$ cat src/rtl/mem_stage.sv
// mem_stage: memory-stage controller sitting between the X->M and M->W latches.
// Drives a multi-cycle data memory through a request/done handshake, stalls the
// pipeline while an access is outstanding, returns load data, flags misaligned
// accesses (sticky) and issues the single end-of-program dump request.
//
// Optional feature macro: MEM_STAGE_PERF_EN enables saturating load/store/stall
// performance counters; when undefined the counter outputs are tied to zero.
//
// Ports:
//   clk, rst          clock; synchronous active-high reset
//   dataAddrM         byte address of the access (held by X->M latch)
//   wrtDataM          store data
//   memWrtM, readEnM  store / load request (both high = store)
//   createDumpM       halt instruction is in M
//   mem_dataOut       memory read data, valid while mem_done
//   mem_done          access complete pulse
//   mem_busy          memory cannot accept a request this cycle
//   mem_addr          request address
//   mem_dataIn        request write data
//   mem_rd, mem_wr    one-cycle load / store request strobes
//   mem_createdump    one-cycle dump request strobe
//   readDataM         load result to the M->W latch
//   stallM            freeze upstream, bubble into M->W
//   errM              sticky misaligned-access flag
//   ldCount, stCount, stallCount  performance counters

module mem_stage (
    input  logic        clk,
    input  logic        rst,
    input  logic [15:0] dataAddrM,
    input  logic [15:0] wrtDataM,
    input  logic        memWrtM,
    input  logic        readEnM,
    input  logic        createDumpM,
    input  logic [15:0] mem_dataOut,
    input  logic        mem_done,
    input  logic        mem_busy,
    output logic [15:0] mem_addr,
    output logic [15:0] mem_dataIn,
    output logic        mem_rd,
    output logic        mem_wr,
    output logic        mem_createdump,
    output logic [15:0] readDataM,
    output logic        stallM,
    output logic        errM,
    output logic [15:0] ldCount,
    output logic [15:0] stCount,
    output logic [15:0] stallCount
);

    typedef enum logic [1:0] {
        StIdle = 2'b00,
        StBusy = 2'b01,
        StHalt = 2'b10
    } state_e;

    state_e      state_q, state_d;
    logic        err_q, err_d;
    logic [15:0] res_q, res_d;

    logic req, mis, is_load;

    assign req     = memWrtM | readEnM;
    assign mis     = req & dataAddrM[0];
    assign is_load = readEnM & ~memWrtM;

    // Request fields follow the latch directly; the stall keeps them stable in BUSY.
    assign mem_addr   = dataAddrM;
    assign mem_dataIn = wrtDataM;
    assign errM       = err_q;

    always_comb begin
        state_d        = state_q;
        err_d          = err_q;
        res_d          = res_q;
        mem_rd         = 1'b0;
        mem_wr         = 1'b0;
        mem_createdump = 1'b0;
        stallM         = 1'b0;
        readDataM      = res_q;
        unique case (state_q)
            StIdle: begin
                if (mis) begin
                    // Retire without touching memory.
                    err_d     = 1'b1;
                    readDataM = 16'h0000;
                end else if (req) begin
                    if (mem_busy) begin
                        stallM = 1'b1;
                    end else begin
                        mem_rd = is_load;
                        mem_wr = memWrtM;
                        if (mem_done) begin
                            readDataM = mem_dataOut;
                            if (is_load) res_d = mem_dataOut;
                        end else begin
                            stallM  = 1'b1;
                            state_d = StBusy;
                        end
                    end
                end else if (createDumpM) begin
                    stallM = 1'b1;
                    if (!mem_busy) begin
                        mem_createdump = 1'b1;
                        state_d        = StHalt;
                    end
                end
            end
            StBusy: begin
                stallM = ~mem_done;
                if (mem_done) begin
                    readDataM = mem_dataOut;
                    if (is_load) res_d = mem_dataOut;
                    state_d = StIdle;
                end
            end
            StHalt: begin
                stallM = 1'b1;
            end
            default: begin
                state_d = StIdle;
            end
        endcase
    end

    always_ff @(posedge clk) begin
        if (rst) begin
            state_q <= StIdle;
            err_q   <= 1'b0;
            res_q   <= 16'h0000;
        end else begin
            state_q <= state_d;
            err_q   <= err_d;
            res_q   <= res_d;
        end
    end

`ifdef MEM_STAGE_PERF_EN
    logic [15:0] ld_cnt_q, st_cnt_q, stall_cnt_q;
    logic [15:0] ld_cnt_d, st_cnt_d, stall_cnt_d;

    // Saturating increments.
    always_comb begin
        ld_cnt_d    = ld_cnt_q;
        st_cnt_d    = st_cnt_q;
        stall_cnt_d = stall_cnt_q;
        if (mem_rd && ld_cnt_q != 16'hFFFF) ld_cnt_d = ld_cnt_q + 16'd1;
        if (mem_wr && st_cnt_q != 16'hFFFF) st_cnt_d = st_cnt_q + 16'd1;
        if (stallM && state_q != StHalt && stall_cnt_q != 16'hFFFF) begin
            stall_cnt_d = stall_cnt_q + 16'd1;
        end
    end

    always_ff @(posedge clk) begin
        if (rst) begin
            ld_cnt_q    <= 16'h0000;
            st_cnt_q    <= 16'h0000;
            stall_cnt_q <= 16'h0000;
        end else begin
            ld_cnt_q    <= ld_cnt_d;
            st_cnt_q    <= st_cnt_d;
            stall_cnt_q <= stall_cnt_d;
        end
    end

    assign ldCount    = ld_cnt_q;
    assign stCount    = st_cnt_q;
    assign stallCount = stall_cnt_q;
`else
    assign ldCount    = 16'h0000;
    assign stCount    = 16'h0000;
    assign stallCount = 16'h0000;
`endif

endmodule

$ cat config.mk
export PLATFORM = sky130hd
export DESIGN_NAME = mem_stage
export DESIGN_NICKNAME = d
export VERILOG_FILES = /design/src/rtl/mem_stage.sv
export SDC_FILE = /design/constraint.sdc
export NUM_CORES = 1
export LEC_CHECK = 0
export ABC_AREA = 0
export CORE_ASPECT_RATIO = 0.6
export CORE_MARGIN = 10
export CORE_UTILIZATION = 34
export DETAILED_ROUTE_END_ITERATION = 16
export PLACE_DENSITY = 0.86
export SYNTH_ARGS = -nofsm -noshare
export SYNTH_HDL_FRONTEND = slang
export SYNTH_SLANG_ARGS = --single-unit
$ cat constraint.sdc
create_clock -name clk -period 3.3 [get_ports clk]
set_input_delay 0.66 -clock clk [delete_from_list [all_inputs] [get_ports clk]]
set_output_delay 0.66 -clock clk [all_outputs]
set_load 0.005 [all_outputs]
# After elaboration in Yosys (flattened, before gate mapping)
# Cells that the tools add are included.
dict set report classes {
  n_eq_ne 8
  mux 38
  bitwise_logic 6
  n_reduce_logical 5
}
# operator n
set op_table {}
lappend op_table {{$mux W16} 9}
lappend op_table {{$pmux W16 S2} 2}
lappend op_table {{$mux W1} 18}
lappend op_table {{$mux W2} 7}
lappend op_table {{$ne A2 B2 Y1 const B} 4}
lappend op_table {{$ne A3 B3 Y1 const B} 2}
lappend op_table {{$pmux W2 S3} 1}
lappend op_table {{$reduce_and A6 Y1} 1}
lappend op_table {{$reduce_and A4 Y1} 1}
lappend op_table {{$not A1 Y1} 3}
lappend op_table {{$pmux W1 S3} 1}
lappend op_table {{$and A1 B1 Y1} 2}
lappend op_table {{$eq A2 B1 Y1 const B} 1}
lappend op_table {{$eq A2 B2 Y1 const B} 1}
lappend op_table {{$logic_not A2 Y1} 1}
lappend op_table {{$reduce_and A2 Y1} 1}
lappend op_table {{$reduce_bool A2 Y1} 1}
lappend op_table {{$or A1 B1 Y1} 1}
dict set report totals {
  ff_bits 19
  in_bits 55
  output_inout_bits 101
  elab_cells 60
}

# Longest topological paths before layout
# Gate-level depths: netlist of run 1.
dict set report depth {
  word_depth 8
  depth_mapped 6
  depth_no_buf 3
}

# Worst setup path before layout of run 1
# Ideal clock, no wire load.
dict set report synth_path {
  kind {input to output}
  startpoint {input port dataAddrM[0]}
  endpoint {output port readDataM[0]}
  arrival_time_ns 1.583
  required_time_ns 2.640
  setup_slack_ns 1.057
  path_stages 6
  path_buffers 3
  path_cell_list {buf_4 or3b_1 buf_2 buf_6 o21ai_1 o22ai_1}
}
dict set report synth_between {
  elab_chain_len 3
}
# element line_no
set synth_rtl {}
lappend synth_rtl {{from (decl)} 30} ;# input logic [15:0] dataAddrM,
lappend synth_rtl {{$and A1 B1 Y1} 64} ;# assign mis = req & dataAddrM[0];
lappend synth_rtl {{$mux W16} 83} ;# if (mis) begin
lappend synth_rtl {{$pmux W16 S2} 81} ;# unique case (state_q)
lappend synth_rtl {{to (decl)} 43} ;# output logic [15:0] readDataM,
# Every way passes these cells.

# Worst setup path after layout of run 1
dict set report layout_path {
  startpoint {input port readEnM}
  endpoint {output port readDataM[15]}
}
dict set report layout_between {
  elab_chain_len 4
  elab_cells_between_ends 5
  classes_between {3 x mux; 2 x bitwise}
}
# element line_no
set layout_rtl {}
lappend layout_rtl {{from (decl)} 33} ;# input logic readEnM,
lappend layout_rtl {{$or A1 B1 Y1 *} 63} ;# assign req = memWrtM | readEnM;
lappend layout_rtl {{$mux W16 or $and A1 B1 Y1 (tied branches)} {87, 64}}
lappend layout_rtl {{$mux W16 *} 83}
lappend layout_rtl {{$pmux W16 S2 *} 81}
# Every way passes the cells marked *; elsewhere a longest branch is shown, timed or not.

==> results of run 1 <==
[worst paths after layout]
path	startpoint	to	slack, ns	depth (start not counted)
max	readEnM	readDataM[15]	0.14	6
min	res_q[2]	res_q[2]	0.48	2
min reg2reg	res_q[2]	res_q[2]	0.48	2
max reg2reg	state_q[1]	res_q[3]	1.68	3
[power by group]
group          internal, mW  switching, mW
Clock                0.0860         0.0807
Combinational        0.0757         0.0882
Sequential            0.234        0.00326
[metal layers]
metal	GRT usage	share of wire	routed length, um	vias to the layer above
met3	0.0692	0.13	656	10
met4	0.0196	0.011	55	0
met1	0.124	0.38	1960	682
li1	-	-	-	721
met5	0	0	0	-
met2	0.177	0.48	2480	91
[synth_stat cells (3+ instances only)]
library cell  number
a21oi_1           18
buf_2              8
buf_4             83
clkbuf_1           4
dfxtp_1           19
nand2_1           17
nand3_1           16
nor2_1             3
o21ai_0           23
o21ai_1            8
o22ai_1           16
[area by class of cell]
cell class | instances | area, um^2 | share of cell area
Tap cell | 66 | 82.6 | 0.0430
Sequential cell | 19 | 380 | 0.198
Timing Repair Buffer | 55 | 544 | 0.284
Multi-Input combinational cell | 170 | 860 | 0.448
Clock buffer | 4 | 45.0 | 0.0235
Inverter | 2 | 7.51 | 0.00391
[state kept, by name (all words and copies together), names as in the netlist]
register / cells
res_q: 16
state_q: 2
errM: 1
[metrics by stage]
step | total power, mW | hold slack (ns)
after floorplan | 0.395 | 0.450
after global routing | 0.594 | 0.496
after global placement | 0.397 | 0.456
final | 0.568 | 0.477
after detailed placement | 0.398 | 0.464
after CTS | 0.564 | 0.474
[tightest hold or removal path, cell delays in order (launching register included)]
cell	delay [ns]
dfxtp_1	0.31
o21ai_0	0.06
a21oi_1	0.06
[cells by family after synthesis]
| logic type | after synthesis | synth area share |
|---|---|---|
| buf+inv | 100 | 0.399 |
| flops | 19 | 0.215 |
| simple gates | 48 | 0.138 |
| other cells | 1 | 0.00212 |
| compound gates | 74 | 0.246 |
[repair_timing]
item / in CTS / in global routing
buffers inserted: 0 / 1
resized for setup: 0 / 2
setup endpoints to repair: 0 / 7
hold endpoints to repair: 0 / 0
==> metrics.md, run 1 <==
| Metric | Value |
|---|---|
| Status | complete, no violations |
| Total CTS buffers | 3 |
| Mean number of vias per cell | 4.76 |
| Final Slew Violations | 0 |
| Largest stage delay, worst path | 0.57 ns |
| Fin nets | 306 |
| F_max | 0.316 GHz |
| Async SR Flop Fraction | 0 |
| Die Y | 75.9 um |
| Clk sink count | 19 |
| Worst-margin pin slew | 0.742 ns |
| Final WS setup | 0.137 ns |
| EDFF count, synth | 0 |
| Hold_buf cts | 0 |
| Seq cells post-synth | 19 |
| Clock transition at path regs | 0.07 ns |
| CTS tree | yes |
| Largest net degree at the start of global routing | 20 |
| CP required | 2.64 ns |
| ANT cells | 0 |
| Most frequent cells in the layout | conb_1 (48), clkdlybuf4s50_1 (44), o21ai_0 (23) |
| Initial antenna violation count | 0 |
| DIE AREA | 8580 um^2 |
| Ys Warns | 0 |
| Crit. End Element | primary output |
| Layout Utilization | 0.380 |
| ANT nets after route | 0 |
| HP Class | register to register |
| Row cnt | 20 |
| Final Cell Area | 1920 um^2 |
| Post-synthesis sequential area ratio | 0.215 |
| Power density cells | 296 nW/um^2 |
| Wirelength, routed | 5150 um |
| First-pass GRT wire length | 7650 um |
| Worst VDD drop | 0.165 mV |
| DR vias | 1504 |
| CP Buf/Inv Count | 3 |
| Most area-hungry cell type in the Yosys netlist | buf_4 |
| Largest delay share family, worst path | buffers and inverters |
| Crit share post-route | 0.959 |
| DR iter-0 viols | 157 |
| P_leak | 0.735 nW |
| Area added between synthesis and finish | 8.49% |
| Max FO, Critical Path | 8 |
| Post-synth top area share | 0.352 |
| Post-Place Setup Slack | 0.0621 ns |
| Worst Path Arrival | 2.50 ns |
| Startpoint class of the critical path | primary input |
| Finished Layout Cells | 316 |
| CP most frequent cell | clkdlybuf4s50_1 |
| Min Tclk post-route | 3.16 ns |
| Share of layout cells above drive strength 1 | 0.0800 |
| Core area | 5050 um^2 |
| Finish-stage setup viols | 0 |
| Setup Skew | 0.000749 ns |
| Area of the mapped netlist | 1770 um^2 |
| Synth area leaders | buf_4 (35%), dfxtp_1 (21%), o21ai_0 (6.5%), o22ai_1 (5.7%), a21oi_1 (5.1%) |
| Top FF cell, synth | dfxtp_1 |
| Cell Chain, Critical Path | clkdlybuf4s50_1 > nor2_1 > o31a_1 > buf_4 > o22ai_1 > clkdlybuf4s50_1 |
| CTS H-Tree Depth | 1 |
| Cell count after synthesis | 242 |
| Crit Path Category | primary input to primary output |
| Setup TNS | 0 ns |
| DP HPWL | 4000 um |
| CTS root buffer | clkbuf_8 |
| Synthesized area per cell | 7.31 um^2 |
| Hold Fails Final Rpt | 0 |
| Post-DP Area | 1850 um^2 |
| Fillcell total | 552 |
| GPL Wtd Cong | 0.724 |
| Port Buf Inserts | 45 |
| Relative slew slack | 0.504 |
| Global route total overflow | 0 |
| RSZ-0062 raised after global routing | false |
| Yosys cell types | 35 |
| Die width | 113 um |
| Vias in the first global route | 1391 |
| DRC viols | 0 |
| CP max stage cell | clkdlybuf4s50_1 |
| Clk buf depth | 2 |
| First-pass DRT Iterations | 4 |
| DR WL/cell | 16.3 um |
| Most common cell after layout, fill and taps aside | conb_1 |
| Max Cap Viol | 0 |
| Worst-skew pair later-pin latency | 0.26 ns |
| Placed Instances | 311 |
| Io pins | 156 |
| Starting Density | 0.350 |
| GRT Util Overall | 0.110 |
Power figures use the tool's default switching activity.
==> inputs of run 2 (changes only) <==
--- a/config.mk
+++ b/config.mk
@@ -11,6 +11,7 @@
 export CORE_UTILIZATION = 34
 export DETAILED_ROUTE_END_ITERATION = 16
 export PLACE_DENSITY = 0.86
+export SLEW_MARGIN = 15
 export SYNTH_ARGS = -nofsm -noshare
 export SYNTH_HDL_FRONTEND = slang
 export SYNTH_SLANG_ARGS = --single-unit
==> results of run 2 <==
The final DEF is identical to that of run 1; final timing and power are the same.
